### config.mk
export PLATFORM = sky130hd
export DESIGN_NAME = burst_accumulator_18
export DESIGN_NICKNAME = d
export VERILOG_FILES = /design/src/rtl/burst_accumulator_18_pkg.sv /design/src/rtl/burst_accumulator_18_carry_chain_add18.sv /design/src/rtl/burst_accumulator_18.sv
export SDC_FILE = /design/constraint.sdc
export NUM_CORES = 1
export LEC_CHECK = 0
export CAP_MARGIN = 20
export CORE_ASPECT_RATIO = 0.5
export CORE_MARGIN = 2
export CORE_UTILIZATION = 45
export DETAILED_ROUTE_END_ITERATION = 16
export PLACE_DENSITY = 0.7
export SLEW_MARGIN = 25
export SYNTH_ARGS = -nofsm -noshare
export SYNTH_HDL_FRONTEND = slang
export SYNTH_SLANG_ARGS = --single-unit
### constraint.sdc
create_clock -name clk -period 8.59 [get_ports clk]
set_input_delay 2.577 -clock clk [delete_from_list [all_inputs] [get_ports clk]]
set_output_delay 2.577 -clock clk [all_outputs]
set_load 0.02 [all_outputs]
### src/rtl/burst_accumulator_18_pkg.sv
// Shared widths and state encoding for the 18-bit burst accumulator.
package burst_accumulator_18_pkg;

    localparam int DATA_W     = 18;
    localparam int CNT_W_DEF  = 8;

    typedef enum logic [1:0] {
        IDLE  = 2'd0,
        ACCUM = 2'd1,
        DONE  = 2'd2
    } state_e;

endpackage

### src/rtl/burst_accumulator_18_carry_chain_add18.sv
// 18-bit ripple-carry adder built from full_adder cells, carry-in tied low.
module full_adder (
    input  logic a,
    input  logic b,
    input  logic cin,
    output logic s,
    output logic cout
);
    assign s    = a ^ b ^ cin;
    assign cout = (a & b) | (cin & (a ^ b));
endmodule

module carry_chain_add18
    import burst_accumulator_18_pkg::*;
(
    input  logic [DATA_W-1:0] a,
    input  logic [DATA_W-1:0] b,
    output logic [DATA_W-1:0] sum,
    output logic              cout
);
    logic [DATA_W:0] carry_s;

    assign carry_s[0] = 1'b0;

    for (genvar i = 0; i < DATA_W; i++) begin : g_bit
        full_adder u_fa (
            .a    (a[i]),
            .b    (b[i]),
            .cin  (carry_s[i]),
            .s    (sum[i]),
            .cout (carry_s[i+1])
        );
    end

    assign cout = carry_s[DATA_W];
endmodule

### src/rtl/burst_accumulator_18.sv
// Accumulates a burst of 18-bit operands and presents sum, sticky carry and
// saturating count on a valid/ready result port.
module burst_accumulator_18
    import burst_accumulator_18_pkg::*;
#(
    parameter int CNT_W = CNT_W_DEF
) (
    input  logic              clk,
    input  logic              rst,
    input  logic              in_valid,
    output logic              in_ready,
    input  logic [DATA_W-1:0] in_data,
    input  logic              in_last,
    output logic              out_valid,
    input  logic              out_ready,
    output logic [DATA_W-1:0] out_sum,
    output logic              out_carry,
    output logic [CNT_W-1:0]  out_count
);

    state_e              state_q, state_d;
    logic [DATA_W-1:0]   acc_q, acc_d;
    logic                sticky_q, sticky_d;
    logic [CNT_W-1:0]    cnt_q, cnt_d;
    logic                in_ready_q, in_ready_d;
    logic                out_valid_q, out_valid_d;
    logic [DATA_W-1:0]   out_sum_q, out_sum_d;
    logic                out_carry_q, out_carry_d;
    logic [CNT_W-1:0]    out_count_q, out_count_d;

    logic [DATA_W-1:0]   add_sum_s;
    logic                add_cout_s;
    logic [CNT_W-1:0]    cnt_inc_s;
    logic                accept_s;
    logic                out_hs_s;

    carry_chain_add18 u_add (
        .a    (acc_q),
        .b    (in_data),
        .sum  (add_sum_s),
        .cout (add_cout_s)
    );

    assign accept_s  = in_valid & in_ready_q;
    assign out_hs_s  = out_valid_q & out_ready;
    assign cnt_inc_s = (cnt_q == {CNT_W{1'b1}}) ? cnt_q
                                                : cnt_q + {{(CNT_W-1){1'b0}}, 1'b1};

    // Next-state, accumulator and result-register logic.
    always_comb begin
        state_d     = state_q;
        acc_d       = acc_q;
        sticky_d    = sticky_q;
        cnt_d       = cnt_q;
        out_valid_d = out_valid_q;
        out_sum_d   = out_sum_q;
        out_carry_d = out_carry_q;
        out_count_d = out_count_q;

        case (state_q)
            IDLE, ACCUM: begin
                if (accept_s) begin
                    acc_d    = add_sum_s;
                    sticky_d = sticky_q | add_cout_s;
                    cnt_d    = cnt_inc_s;
                    if (in_last) begin
                        state_d     = DONE;
                        out_valid_d = 1'b1;
                        out_sum_d   = add_sum_s;
                        out_carry_d = sticky_q | add_cout_s;
                        out_count_d = cnt_inc_s;
                    end else begin
                        state_d = ACCUM;
                    end
                end else begin
                    state_d = state_q;
                end
            end
            DONE: begin
                if (out_hs_s) begin
                    state_d     = IDLE;
                    out_valid_d = 1'b0;
                    acc_d       = {DATA_W{1'b0}};
                    sticky_d    = 1'b0;
                    cnt_d       = {CNT_W{1'b0}};
                end else begin
                    state_d = DONE;
                end
            end
            default: begin
                state_d     = IDLE;
                out_valid_d = 1'b0;
                acc_d       = {DATA_W{1'b0}};
                sticky_d    = 1'b0;
                cnt_d       = {CNT_W{1'b0}};
            end
        endcase

        // in_ready is registered, so the DONE->IDLE handshake costs one bubble.
        in_ready_d = (state_d != DONE);
    end

    // State and output registers with asynchronous reset.
    always_ff @(posedge clk or posedge rst) begin
        if (rst) begin
            state_q     <= IDLE;
            acc_q       <= {DATA_W{1'b0}};
            sticky_q    <= 1'b0;
            cnt_q       <= {CNT_W{1'b0}};
            in_ready_q  <= 1'b0;
            out_valid_q <= 1'b0;
            out_sum_q   <= {DATA_W{1'b0}};
            out_carry_q <= 1'b0;
            out_count_q <= {CNT_W{1'b0}};
        end else begin
            state_q     <= state_d;
            acc_q       <= acc_d;
            sticky_q    <= sticky_d;
            cnt_q       <= cnt_d;
            in_ready_q  <= in_ready_d;
            out_valid_q <= out_valid_d;
            out_sum_q   <= out_sum_d;
            out_carry_q <= out_carry_d;
            out_count_q <= out_count_d;
        end
    end

    assign in_ready  = in_ready_q;
    assign out_valid = out_valid_q;
    assign out_sum   = out_sum_q;
    assign out_carry = out_carry_q;
    assign out_count = out_count_q;

endmodule

==> metrics.md, run 1 <==
| Metric | Value |
|---|---|
| Fin worst setup slack | `-0.1388 ns` |
| CTS root buffer | `clkbuf_16` |
| # clock sinks | `58` |
| Crit end category | `flip-flop` |
| Final WL | `6.000 mm` |
| Relative slew slack | `0.5057` |
| Tmin final | `8.729 ns` |
| CTS Buf Count | `9` |
| Syn avg cell area | `10.22 um2` |
| Status | `finished with violations` |
| Hold path start | `out_count[4]$_DFFE_PP0P_` |
| Post-CTS setup buffers | `0` |
| Syn Nets | `323` |
| Main area contributors after synthesis | `dfrtp_1, fa_1, o21ai_0, nand2_1, inv_1` |
| Pwr dens | `370.6 nW/um2` |
| CP arrival | `8.91 ns` |
| Violated checks | `setup timing` |
| Drt first pass iters | `4` |
| Synth cell types | `38` |
| Finished Core Util | `0.6107` |
| Synth Warn # | `0` |
| Critical path origin | `in_data[0]` |
| Layout cell share with drive strength beyond 1 | `0.1280` |
| Vias/cell | `4.965` |
| CP max stage cell | `fa_1` |
| CP Data Required Time | `8.77 ns` |
| Fin Hold WS | `0.4715 ns` |
| Clk slew on worst S/H paths | `0.05 ns` |
| # diodes | `0` |
| Antenna violations before repair | `0` |
| Die width | `117.0 um` |
| Maximum clock path buffer count | `2` |
| CTS tree | `yes` |
| Htree depth | `3` |
| Yosys reg bits | `58` |
| Most frequent CP cell | `fa_2` |
| Mapped Area | `2872 um2` |
| CP Max Fanout | `2` |
| Syn Inst Count | `281` |
| Hold Fails Final Rpt | `0` |
| Reg-to-Reg Start | `acc_q[0]$_DFFE_PP0P_` |
| GRT Resource Usage Total | `0.1953` |
| DRC | `0` |
| RSZ-0062 raised after global routing | `true` |
| Post-DP Area | `3467 um2` |
| Max incr delay on CP | `0.51 ns` |
| Top cell type's share of synthesized area | `0.5054` |
| Design area | `3729 um2` |
| Final period util | `1.016` |
| # IOs | `52` |
| Crit-path cells | `buf_6 > ha_4 > inv_2 > fa_2 > fa_2 > fa_2 > fa_2 > fa_2 > fa_2 > fa_2 > fa_2 > fa_2 > fa_2 > fa_2 > fa_2 > fa_2 > fa_2 > inv_2 > fa_2 > inv_2 > fa_2 > fa_1 > o21ai_1` |
| First-pass GRT wire length | `10.07 mm` |
| Clk_lat worst skew | `0.33 ns` |
| Initial Utilization | `0.4703` |
| Fillcell total | `524` |
| Final HPWL DP | `4.104 mm` |
| Row count | `20` |
| PortBufs | `51` |
| Final ANT Viol Nets | `0` |
| Worst Tran Pin Value | `0.7393 ns` |
| Die area | `7075 um2` |
| DRT iter0 DRCs | `105` |
| P&R area growth vs syn | `29.85%` |
| Final GP Congestion | `0.7839` |
| Setup violators final | `4` |
| Die Y | `60.49 um` |
| Worst setup SP type | `input port` |
| Drt wl/cell | `14.15 um` |
| Largest net degree at the start of global routing | `59` |
| Number of global-route vias before repair | `2175` |
| Grt ovf | `0` |
| Non-Filler Instances | `424` |
| HP Class | `reg2reg` |
| Max Cap Violations | `0` |
| Final Max Slew Viols | `0` |
| Leak Pwr | `1.668 nW` |
| FMAX | `114.6 MHz` |
| Crit Path Class | `in2reg` |
| Post-synth top area cell | `dfrtp_1` |
| Cells after DPL | `408` |
| Via count | `2105` |
| Seq/Total Area, Yosys | `0.5054` |
| Placeable Area | `6106 um2` |
| Final Skew | `0.004820 ns` |
| Nets | `373` |
| Peak VDD IR | `0.1312 mV` |
==> layer usage <==
layer	GRT usage	routed length, um	vias to the layer above
met3	0.07992	294	8
met1	0.2364	2636	1042
met5	0	0	-
li1	-	-	1017
met4	0.06891	78	0
met2	0.3245	2990	38
==> area by class of cell <==
cell class                 instances  area, um2  area share
clock buffer                      13      250.2     0.06711
clock inverter                     3      15.01    0.004027
inverter                          40      150.1     0.04027
multi-input combinational        169       1230      0.3299
sequential                        58       1451      0.3893
tap                               88      110.1     0.02953
timing repair buffer              53      521.8      0.1399
==> cell usage in the layout (no fill, tap or decap), types with 2 or more instances in the layout <==
cell             Yosys  layout
dfrtp_1             58      58
a31oi_1              6       6
clkbuf_16            0       9
clkbuf_1             3       3
and2_1               2       2
inv_1               40      35
clkdlybuf4s50_1      0      49
and4_1               4       4
o31ai_1              2       2
inv_2                0       5
o21ai_0             42      39
nand3_1              5       5
nand2_1             48      48
fa_2                 0      16
o21ai_1              0       3
and3_1               3       3
buf_4                3       2
a21oi_1              6       6
nand4_1              2       2
a22o_1               2       2
mux2i_1              4       4
nor2_1               4       4
nor3_1               4       4
xnor2_1              2       2
clkinv_2             0       3
==> registers in the layout, indices dropped and copies added, names as in the netlist <==
signal,cells
acc_q,18
out_sum,18
cnt_q,8
out_count,8
state_q,2
in_ready,1
out_carry,1
out_valid,1
sticky_q,1
==> Yosys cell counts (all sizes together) <==
cell type / count
a21oi: 7
xnor2: 2
nand2: 48
a41oi: 1
nand3: 5
inv: 40
o31ai: 2
ha: 2
fa: 17
nand4: 2
and3: 3
dfrtp: 58
and3b: 1
mux2i: 4
o21ai: 42
nor2: 4
nor4: 1
nand2b: 1
buf: 10
a21o: 1
o22ai: 1
nand3b: 1
mux2: 2
and2: 4
a31oi: 6
clkbuf: 4
a311oi: 1
a211oi: 1
a22o: 2
nor3: 4
and4: 4
==> what timing repair did <==
action | in CTS | in global routing
gates resized for setup | 10 | 0
cloned | 0 | 0
pin swaps | 2 | 1
setup endpoints to repair | 8 | 4
hold buffers | 0 | 0
==> power by group <==
group	switching (W)	internal, W	leakage, nW
Combinational	0.000328	0.000266	0.801
Clock	0.000116	0.000201	0.133
Sequential	0.0000814	0.000389	0.733
Total	0.000525	0.000857	1.67
==> cell families (layout without fill, tap and decap cells) <==
logic type / after synthesis / after routing / share of synthesized area
XOR/XNOR: 2 / 2 / 0.006101
AO/OA/AOI/OAI: 64 / 64 / 0.1272
adder cells (fa/ha/maj): 19 / 19 / 0.1272
flip-flops: 58 / 58 / 0.5054
multiplexers: 6 / 6 / 0.02309
AND/OR/NAND/NOR: 78 / 78 / 0.1264
buffers and inverters: 54 / 109 / 0.08453
==> final timing paths <==
kind	cells past startpoint	slack, ns	endpoint
max in group asynchronous	3	5.33	out_count[7]$_DFFE_PP0P_
min reg2reg	2	0.47	out_count[4]$_DFFE_PP0P_
max reg2reg	22	1.78	acc_q[17]$_DFFE_PP0P_
min	2	0.47	out_count[4]$_DFFE_PP0P_
max	23	-0.14	acc_q[17]$_DFFE_PP0P_
min in group asynchronous	3	2.78	out_count[1]$_DFFE_PP0P_
==> through the flow <==
stage	setup TNS, ns	total power [W]	setup WS (ns)
2_1_floorplan	-0.3707	0.0008460	-0.1434
3_3_place_gp	-4.884	0.001039	-0.8302
3_5_place_dp	-5.625	0.001065	-0.9305
4_1_cts	-0.5665	0.001395	-0.1757
5_1_grt	-0.9083	0.001490	-0.2651
6_report	-0.4061	0.001382	-0.1388
==> critical path, delay by kind of cell <==
kind	cells	cell delay [ns]
buffers and inverters	4	0.23
AO/OA/AOI/OAI	1	0.07
adder cells (fa/ha/maj)	18	6.03
Note: power is estimated with default switching activity, not from simulation.
==> run 2: changes to the inputs <==
Settings changed: ABC_AREA from default to 1, PLACE_DENSITY 0.7 to 0.69.
==> metrics.md, run 2 <==
| Metric | Value |
|---|---|
| Clk_lat worst skew | `0.32 ns` |
| Main area contributors after synthesis | `dfrtp_1, nand2_1, fa_1, inv_1, o31ai_2` |
| Clock power frac | `0.251` |
| Final period util | `1.021` |
| Max Cap Violations | `0` |
| Peak VDD IR | `0.1589 mV` |
| Final Skew | `0.004138 ns` |
| Relative slew slack | `0.5103` |
| Leak Pwr | `1.873 nW` |
| Tmin final | `8.767 ns` |
| Post-CTS setup buffers | `0` |
| Main combinational cell family by area after synthesis | `simple AND/OR/NAND/NOR gates` |
| PortBufs | `51` |
| Simple logic cell fraction of the synthesized area | `0.1956` |
| Worst R2R Setup Slack | `1.72 ns` |
| R2R Path End | `acc_q[17]$_DFFE_PP0P_` |
| R2R cell count | `22` |
| Hold-critical path depth | `2` |
| Post-synth EDFFs | `0` |
| Row count | `21` |
| Nets | `408` |
| Max incr delay on CP | `0.55 ns` |
| Final HPWL DP | `4.127 mm` |
| Fin worst setup slack | `-0.1767 ns` |
| Post-synthesis mux area share | `0` |
| Grt ovf | `0` |
| CP arrival | `8.95 ns` |
| Placeable Area | `6674 um2` |
| Maximum clock path buffer count | `2` |
| Internal power | `0.0009806 W` |
| Overall power | `0.001585 W` |
| Asr flop ratio synth | `1.000` |
| CTS Buf Count | `9` |
| Clk slew on worst S/H paths | `0.05 ns` |
| # IOs | `52` |
| Worst Tran Pin Value | `0.7346 ns` |
| Pwr dens | `394.7 nW/um2` |
| Drt wl/cell | `13.29 um` |
| Synth top cells by count | `nand2_1, dfrtp_1, inv_1` |
| DRC | `0` |
| Main synth FF type | `dfrtp_1` |
| Crit path max-delay family | `adder cells` |
| Final GP Congestion | `0.8084` |
| Number of global-route vias before repair | `2394` |
| Post-synthesis compound-gate area fraction | `0.1172` |
| Comb power frac | `0.452` |
| Top cell type's share of synthesized area | `0.4687` |
| Htree depth | `3` |
| Synth Area in Adders | `0.1180` |
| Net Sw Frac | `0.3815` |
| RSZ-0062 raised after global routing | `true` |
| Die width | `121.3 um` |
| GRT Resource Usage Total | `0.1839` |
| Violated checks | `setup timing` |
| Switching pwr | `0.0006048 W` |
| CTS root buffer | `clkbuf_16` |
| Critical path buffer and inverter count | `4` |
| Most frequent cells in the layout | `nand2_1, dfrtp_1, clkdlybuf4s50_1, inv_1, fa_2` |
| CP Max Fanout | `2` |
| Seq/Total Area, Yosys | `0.4687` |
| Yosys reg bits | `58` |
| Pre-CTS setup slack | `-0.9575 ns` |
| Hold Fails Final Rpt | `0` |
| Commonest non-fill, non-tap cell in the layout | `nand2_1` |
| Post-synth top area cell | `dfrtp_1` |
| Most common cell in the netlist | `nand2_1` |
| Initial Utilization | `0.4640` |
| Final WL | `6.155 mm` |
| # clock sinks | `58` |
| Hold Path Sink | `out_sum[15]$_DFFE_PP0P_` |
| Via count | `2225` |
| Mapped Area | `3097 um2` |
| P&R area growth vs syn | `29.70%` |
| Die area | `7602 um2` |
| First-pass GRT wire length | `10.94 mm` |
| CP max stage cell | `fa_2` |
| DRT iter0 DRCs | `128` |
| Layout cell share with drive strength beyond 1 | `0.2129` |
| FMAX | `114.1 MHz` |
| Final Max Slew Viols | `0` |
| Reg power frac | `0.297` |
| Synth Warn # | `0` |
| Syn avg cell area | `9.862 um2` |
| # diodes | `0` |
| Crit end category | `flip-flop` |
| Design area | `4016 um2` |
| Most frequent CP cell | `fa_2` |
| Cts hold-fix bufs | `0` |
| Antenna violations before repair | `0` |
| Largest net degree at the start of global routing | `59` |
| HP Class | `reg2reg` |
| Status | `finished with violations` |
| Drt first pass iters | `4` |
| Crit Path Class | `in2reg` |
| Setup violators final | `3` |
| Reg-to-Reg Start | `acc_q[0]$_DFFE_PP0P_` |
| Crit-path cells | `buf_6 > ha_4 > inv_2 > fa_2 > fa_2 > fa_2 > fa_2 > fa_2 > fa_2 > fa_2 > fa_2 > fa_2 > fa_2 > fa_2 > fa_2 > fa_2 > fa_2 > inv_2 > fa_2 > inv_2 > fa_2 > fa_2 > o31ai_2` |
| CTS tree | `yes` |
| Synth Area in XOR/XNOR | `0.005657` |
| Worst setup SP type | `input port` |
| Syn Inst Count | `314` |
| Die Y | `62.66 um` |
| Fin Hold WS | `0.4706 ns` |
| Synth cell types | `29` |
| Final ANT Viol Nets | `0` |
| Post-DP Area | `3670 um2` |
| Hold path start | `out_sum[15]$_DFFE_PP0P_` |
| Syn Nets | `356` |
| Vias/cell | `4.806` |
| CP Data Required Time | `8.78 ns` |
==> run 2: area by class of cell <==
| type | instances | area, um2 |
|---|---|---|
| fillers | 559 | 2658 |
| flip-flops and latches | 58 | 1453 |
| multi-input cells | 198 | 1415 |
| repair buffers | 52 | 514.2 |
| clock buffers | 12 | 266.5 |
| inverters | 47 | 180.2 |
| well taps | 92 | 115.1 |
| clock inverters | 4 | 72.57 |
==> run 2: worst max-delay path by stage <==
stage | cells after the start | to | start | slack [ns]
after detailed placement | 23 | acc_q[17]$_DFFE_PP0P_ | in_data[0] | -0.96
final | 23 | acc_q[17]$_DFFE_PP0P_ | in_data[0] | -0.18
after global placement | 23 | acc_q[17]$_DFFE_PP0P_ | in_data[0] | -0.85
after CTS | 23 | acc_q[17]$_DFFE_PP0P_ | in_data[0] | -0.20
after global routing | 23 | out_sum[17]$_DFFE_PP0P_ | in_data[0] | -0.32
after floorplan | 22 | acc_q[17]$_DFFE_PP0P_ | in_data[0] | -0.17
==> run 2: worst min-delay path, cell delays in order (launching register included) <==
cell	delay [ns]
dfrtp_1	0.34
nand2_1	0.05
nand2_1	0.05
==> run 2: kinds of logic (layout without fill, tap and decap cells) <==
logic type	Yosys count	after routing
xor+xnor	2	2
simple gates	135	135
compound gates	42	42
buf+inv	58	115
fa+ha+maj	19	19
flops	58	58
==> run 2: power groups by stage <==
stage	clock [W]	combinational, W	sequential [W]
after floorplan	0	0.000480	0.000509
after global placement	0	0.000683	0.000469
after detailed placement	0	0.000705	0.000475
after CTS	0.000405	0.000720	0.000472
after global routing	0.000417	0.000793	0.000488
final	0.000397	0.000717	0.000472
==> run 2: timing repair <==
action                     CTS  global route
gates resized for setup     10             1
pin swaps                    2             1
setup endpoints to repair    8             5
gates cloned                 0             0
==> run 2: metrics by stage <==
stage,cells,utilization,setup TNS [ns]
after floorplan,314,-,-0.4872
after global placement,447,0.5497,-4.734
after detailed placement,447,0.5499,-5.137
after CTS,463,0.6005,-0.4791
after global routing,463,0.6018,-0.9707
final,463,0.6018,-0.4136
==> run 2: routing by layer <==
metal | GRT usage | vias to the layer above | share of wire
met5 | 0 | - | 0
met4 | 0.06609 | 0 | 0.0075
met3 | 0.05292 | 5 | 0.036
met2 | 0.3301 | 36 | 0.53
met1 | 0.2101 | 1110 | 0.43
li1 | - | 1074 | -
